--- src/rtl/set_member_enum_pkg.sv ---
// Shared types and helpers for the set-member enumerator.
package set_member_pkg;

    // FSM encoding; also carried on the interface as a debug view of the state
    typedef enum logic [1:0] {
        IDLE = 2'd0,
        SCAN = 2'd1,
        DONE = 2'd2
    } state_e;

    localparam logic [1:0] ST_IDLE = 2'd0;
    localparam logic [1:0] ST_SCAN = 2'd1;
    localparam logic [1:0] ST_DONE = 2'd2;

    // Widest bitmap the helper handles (WIDTH up to 8)
    localparam int MAX_BITS = 256;
    typedef logic [MAX_BITS-1:0] set_map_t;

    // True when any bitmap bit at position idx or higher is set
    function automatic logic any_at_or_above(input set_map_t bitmap, input int unsigned idx);
        return (bitmap >> idx) != '0;
    endfunction

endpackage

--- src/rtl/set_member_enum_if.sv ---
// Command and output-stream bundle of the set-member enumerator.
//
// Stream handshake: a member transfers on a cycle where out_valid and
// out_ready are both high at the rising clock edge. While out_valid is high
// and out_ready is low, out_value and out_last hold stable. out_valid never
// depends on out_ready; out_ready while out_valid is low has no effect.
interface set_member_enum_if #(
    parameter int WIDTH = 4
);
    import set_member_pkg::*;
    localparam int CNT_W = WIDTH + 1;

    logic             clr;
    logic             add_valid;
    logic [WIDTH-1:0] add_value;
    logic             start;
    logic             busy;
    logic             out_valid;
    logic             out_ready;
    logic [WIDTH-1:0] out_value;
    logic             out_last;
    logic             done;
    logic             wr_drop;
    logic [CNT_W-1:0] count;
    state_e           state;

    modport master (
        output clr, add_valid, add_value, start, out_ready,
        input  busy, out_valid, out_value, out_last, done, wr_drop, count, state
    );

    modport slave (
        input  clr, add_valid, add_value, start, out_ready,
        output busy, out_valid, out_value, out_last, done, wr_drop, count, state
    );

endinterface

--- src/rtl/set_member_enum_store.sv ---
// Set storage: a bitmap over the value universe plus a registered member count.
module set_member_store #(
    parameter  int WIDTH = 4,
    localparam int CNT_W = WIDTH + 1,
    localparam int SIZE  = 2 ** WIDTH
) (
    input  logic             clk,
    input  logic             rst_n,
    input  logic             clr,
    input  logic             add_valid,
    input  logic [WIDTH-1:0] add_value,
    input  logic             freeze,
    output logic [SIZE-1:0]  bitmap,
    output logic [CNT_W-1:0] count
);

    // clr wins over add; re-adding an existing member leaves count alone
    always_ff @(posedge clk or negedge rst_n) begin
        if (!rst_n) begin
            bitmap <= '0;
            count  <= '0;
        end else if (!freeze) begin
            if (clr) begin
                bitmap <= '0;
                count  <= '0;
            end else if (add_valid && !bitmap[add_value]) begin
                bitmap[add_value] <= 1'b1;
                count             <= count + CNT_W'(1);
            end
        end
    end

endmodule

--- src/rtl/set_member_enum.sv ---
// Streams the members of a programmable small-integer set in ascending order.
module set_member_enum #(
    parameter  int WIDTH = 4,
    localparam int CNT_W = WIDTH + 1
) (
    input  logic               clk,
    input  logic               rst_n,
    set_member_enum_if.slave   bus
);
    import set_member_pkg::*;

    localparam int SIZE = 2 ** WIDTH;

    logic [1:0]       state_q;
    logic [CNT_W-1:0] idx;
    logic [WIDTH-1:0] idx_lo;
    logic [SIZE-1:0]  bitmap;
    logic             cur_bit;
    logic             more_here;
    logic             more_above;
    logic             out_valid;
    logic             out_last;
    logic             busy;
    logic             wr_drop_q;

    assign busy   = (state_q != ST_IDLE);
    assign idx_lo = idx[WIDTH-1:0];

    set_member_store #(.WIDTH(WIDTH)) u_store (
        .clk       (clk),
        .rst_n     (rst_n),
        .clr       (bus.clr),
        .add_valid (bus.add_valid),
        .add_value (bus.add_value),
        .freeze    (busy),
        .bitmap    (bitmap),
        .count     (bus.count)
    );

    assign cur_bit    = bitmap[idx_lo];
    assign more_here  = any_at_or_above(set_map_t'(bitmap), 32'(idx));
    assign more_above = any_at_or_above(set_map_t'(bitmap), 32'(idx) + 32'd1);

    assign out_valid = (state_q == ST_SCAN) && cur_bit;
    assign out_last  = out_valid && !more_above;

    assign bus.busy      = busy;
    assign bus.out_valid = out_valid;
    assign bus.out_value = out_valid ? idx_lo : '0;
    assign bus.out_last  = out_last;
    assign bus.done      = (state_q == ST_DONE);
    assign bus.wr_drop   = wr_drop_q;
    assign bus.state     = state_e'(state_q);

    // Scan walks idx upward one index per cycle, stalling on a member until it is taken
    always_ff @(posedge clk or negedge rst_n) begin
        if (!rst_n) begin
            state_q <= ST_IDLE;
            idx     <= '0;
        end else begin
            case (state_q)
                ST_IDLE: begin
                    if (bus.start) begin
                        state_q <= ST_SCAN;
                        idx     <= '0;
                    end
                end
                ST_SCAN: begin
                    if (cur_bit) begin
                        if (bus.out_ready) begin
                            if (out_last) state_q <= ST_DONE;
                            else          idx     <= idx + CNT_W'(1);
                        end
                    end else if (!more_here) begin
                        state_q <= ST_DONE;
                    end else begin
                        idx <= idx + CNT_W'(1);
                    end
                end
                ST_DONE: state_q <= ST_IDLE;
                default: state_q <= ST_IDLE;
            endcase
        end
    end

    // Flag any write or start request that arrives while the set is frozen
    always_ff @(posedge clk or negedge rst_n) begin
        if (!rst_n) wr_drop_q <= 1'b0;
        else        wr_drop_q <= busy && (bus.clr || bus.add_valid || bus.start);
    end

endmodule

--- src/flat_wrapper.sv ---
// flat-port wrapper written by rule: the top's interface ports become plain ports
module set_member_enum_flat import set_member_pkg::*;
#(
    parameter  int WIDTH = 4,
    localparam int CNT_W = WIDTH + 1
)
  (clk, rst_n, bus_clr, bus_add_valid, bus_add_value, bus_start, bus_out_ready, bus_busy, bus_out_valid, bus_out_value, bus_out_last, bus_done, bus_wr_drop, bus_count, bus_state);
  set_member_enum_if #(.WIDTH(WIDTH)) bus_i ();
  input  logic clk;
  input  logic rst_n;
  input wire logic [$bits(bus_i.clr)-1:0] bus_clr;
  input wire logic [$bits(bus_i.add_valid)-1:0] bus_add_valid;
  input wire logic [$bits(bus_i.add_value)-1:0] bus_add_value;
  input wire logic [$bits(bus_i.start)-1:0] bus_start;
  input wire logic [$bits(bus_i.out_ready)-1:0] bus_out_ready;
  output wire logic [$bits(bus_i.busy)-1:0] bus_busy;
  output wire logic [$bits(bus_i.out_valid)-1:0] bus_out_valid;
  output wire logic [$bits(bus_i.out_value)-1:0] bus_out_value;
  output wire logic [$bits(bus_i.out_last)-1:0] bus_out_last;
  output wire logic [$bits(bus_i.done)-1:0] bus_done;
  output wire logic [$bits(bus_i.wr_drop)-1:0] bus_wr_drop;
  output wire logic [$bits(bus_i.count)-1:0] bus_count;
  output wire logic [$bits(bus_i.state)-1:0] bus_state;
  assign bus_i.clr = bus_clr;
  assign bus_i.add_valid = bus_add_valid;
  assign bus_i.add_value = bus_add_value;
  assign bus_i.start = bus_start;
  assign bus_i.out_ready = bus_out_ready;
  assign bus_busy = bus_i.busy;
  assign bus_out_valid = bus_i.out_valid;
  assign bus_out_value = bus_i.out_value;
  assign bus_out_last = bus_i.out_last;
  assign bus_done = bus_i.done;
  assign bus_wr_drop = bus_i.wr_drop;
  assign bus_count = bus_i.count;
  assign bus_state = bus_i.state;
  set_member_enum #(.WIDTH(WIDTH)) u_core (.clk(clk), .rst_n(rst_n), .bus(bus_i));
endmodule
--- config.mk ---
export PLATFORM = sky130hd
export DESIGN_NAME = set_member_enum_flat
export DESIGN_NICKNAME = d
export VERILOG_FILES = /design/src/rtl/set_member_enum_pkg.sv /design/src/rtl/set_member_enum_if.sv /design/src/rtl/set_member_enum_store.sv /design/src/rtl/set_member_enum.sv /design/src/flat_wrapper.sv
export SDC_FILE = /design/constraint.sdc
export NUM_CORES = 1
export LEC_CHECK = 0
export ABC_AREA = 1
export ABC_CLOCK_PERIOD_IN_PS = 2200
export CORE_MARGIN = 2
export CORE_UTILIZATION = 45
export DETAILED_ROUTE_END_ITERATION = 12
export PLACE_DENSITY_LB_ADDON = 0.15
export SETUP_SLACK_MARGIN = 0.02
export SKIP_CTS_REPAIR_TIMING = 1
export SYNTH_ARGS = -nofsm -noshare
export SYNTH_HDL_FRONTEND = slang
export SYNTH_HIERARCHICAL = 1
export SYNTH_SLANG_ARGS = --single-unit
--- constraint.sdc ---
create_clock -name clk -period 2.2 [get_ports clk]
set_input_delay 0.33 -clock clk [delete_from_list [all_inputs] [get_ports clk]]
set_output_delay 0.33 -clock clk [all_outputs]
set_load 0.005 [all_outputs]
==> flow_summary.yaml <==
yosys:
  synth-xor-area-share_pct: 1.39
  synth_cells: 421
  ys_seq_area_share_pct: 28.7
  synth_top_family_by_area: "simple AND/OR/NAND/NOR gates"
  synth_area_leaders: "dfrtp_1 29%, nand2_1 26%, nand3_1 11%"
  synth.top_cell.area_share_pct: 28.7
  synth_compound_area_share_pct: 6.78
  synth-simple-area-share_pct: 50.0
  synthAdderAreaFrac_pct: 0.990
  synth_cell_types: 26
  synth_area_leader_cell: "dfrtp_1"
  synth-seq-cells: 29
  syn_area_per_cell_um2: 6.01
  synthMuxAreaShare_pct: 0
  syn-cell-area_um2: 2530
  syn-num-nets: 433
  yosysWarnings: 6
cts:
  clk_latency_ps: 280
  cts_tree: "done"
  clk_pin_slew_worst_paths_ps: 70
  numCtsBuffers: 5
  clk_path_buf_depth: 2
  clkSinkCount: 29
  root_buffer: "clkbuf_8"
  htree_levels: 2
drt:
  viasPerCell: 4.94
  drt_first_pass_iters: 5
  wire_per_inst_um: 12.1
  initialDrtViolationCount: 136
  ant_nets: 0
  drt-total-wl_um: 6730
  drc: 0
  num_vias: 2754
final_layout:
  final_util_pct: 59.8
  area_delta_synth_final_pct: 29.4
  diodes: 0
  layout_common_cells: "172 x nand2_1, 50 x nand3_1, 46 x inv_1, 45 x buf_4, 31 x nor2_1"
  layout_commonest_cell: "nand2_1"
  n_fill_cell: 537
  nets: 498
  final_layout_size_suffix_gt1_share_pct: 19.1
placed_design:
  dp_worst_setup_slack_ps: -138
  numPortBuffers: 25
  dpl.hpwl_um: 5060
  gp_congestion: 0.834
critical_path:
  startpoint: "u_core/idx[0]"
  worstPathRequired_ps: 1870
  worstSetupPathType: "flip-flop to output port"
  worstSetupStartpointType: "flip-flop"
  cp-end-kind: "output port"
  crit_arrival_ps: 1950
  cp_slowest_stage_delay_ps: 450
  rrSetupSlack_ps: 40
  critPathSlowestCell: "dfrtp_2"
  worst_r2r_path_depth: 17
  critPathCapture: "bus_out_last"
  path_cells: "buf_8, o21ai_0, nand3_2, buf_4, nand2_1, nand2_1, nand3_1, inv_1, nand3_2, inv_1, dlymetal6s2s_1"
  critPathTopFamily: "buffers and inverters"
  r2r-end: "u_core/idx[0]"
  cp.depth: 11
  worst-path-buf-inv: 5
  cp_max_fo: 11
  timing.rr.start: "u_core/idx[0]"
power_and_ir_drop:
  p_per_area_nw_per_um2: 1000
  leakage_uw: 0.00181
  ir_drop_mv: 0.704
global_routing:
  overflow: 0
  track_usage_pct: 22.9
  antenna_found_initial: 0
  grt_pass1_vias: 2678
  grt_pass1_wl_um: 11600
  grt_max_degree: 30
run:
  drv_cap: 0
floorplanning:
  initial_core_util_pct: 46.2
  die_y_um: 79.0
  die_w_um: 79.0
  fp.coreArea_um2: 5470
  dieArea_um2: 6230
  fp-row-count: 27
  io_pins: 26
timing:
  rsz0062_at_grt: "yes"
  slew_viol_final: 0
  skew_ps: 9.79
  fin_crit_sh_pct: 104
  max_freq_ghz: 0.439
  finalHoldViolations: 0
  max_slew_margin_pct: 74.1
  fin_ws_ps: -79.0
  fin_tns_setup_ps: -79.0
  worst_slew_pin_slew_ps: 389
  fin_crit_ps: 2280
  setup_violations: 1
worst_hold_path:
  worstHoldPathType: "primary input to async pin"
run_status:
  failed_checks: "setup timing"
  status: "complete, but fails checks"
[state kept, by name (all words and copies together) (netlist names)]
name,count
u_core/bus.state,2
u_core/bus.wr_drop,1
u_core/idx,5
u_core/u_store/bitmap,16
u_core/u_store/count,5
[through the flow]
stage	hold slack (ps)	area, µm²	power, µW	std cells
3_5_place_dp	485	3050	2700	543
4_1_cts	446	3140	3160	550
5_1_grt	488	3270	3600	558
2_1_floorplan	34.4	2530	2100	421
3_3_place_gp	490	3050	2670	543
6_report	441	3270	3270	558
[worst reg2reg max path, delay by kind of cell, from the launching register on]
family | cells | cell delay, ps
and+or+nand+nor | 12 | 1020
buffers and inverters | 5 | 630
DFF | 1 | 450
[kinds of logic after synthesis]
group	after synthesis
XOR/XNOR	4
AND/OR/NAND/NOR	291
adder cells (fa/ha/maj)	2
flip-flops	29
buffers and inverters	66
AO/OA/AOI/OAI	29
[synthesized netlist by cell type, drive strengths merged]
cell / count
nand2: 186
nand3: 59
inv: 50
nor2: 36
dfrtp: 29
a21oi: 18
nand4: 10
buf: 9
o21ai: 8
clkbuf: 6
xor2: 4
o21bai: 3
ha: 2
clkinv: 1
[routing by layer]
layer,GRT usage [%],part of all wire [%],vias to the layer above
met5,0,0,-
met2,39.9,47,53
li1,-,-,1444
met4,5.69,0.94,0
met3,3.07,3.2,6
met1,30.1,49,1251
[worst min-delay path by stage]
stage / to / startpoint / slack (ps) / cells after the start
2_1_floorplan: u_core/bus.state[0] / rst_n / 30 / 0
3_3_place_gp: u_core/u_store/bitmap[0] / u_core/u_store/bitmap[0] / 490 / 2
3_5_place_dp: u_core/u_store/bitmap[0] / u_core/u_store/bitmap[0] / 490 / 2
4_1_cts: u_core/u_store/count[3] / rst_n / 450 / 2
5_1_grt: u_core/u_store/count[3] / rst_n / 490 / 2
6_report: u_core/u_store/count[3] / rst_n / 440 / 2
[power breakdown]
part	total, µW	switching [µW]	leakage (µW)	internal (µW)
sequential	794	132	0.000391	662
combinational	2030	1190	0.00137	843
clock	444	197	0.0000433	247
[cell type report]
cell class	instances	area [µm²]	area share [%]
multi-input cells	326	1540	47.0
clock inverters	1	7.51	0.229
repair inverters	1	5.00	0.153
clock buffers	6	82.6	2.52
flip-flops and latches	29	728	22.2
well taps	72	90.1	2.75
inverters	51	200	6.12
repair buffers	72	622	19.0
Power figures use the tool's default switching activity.
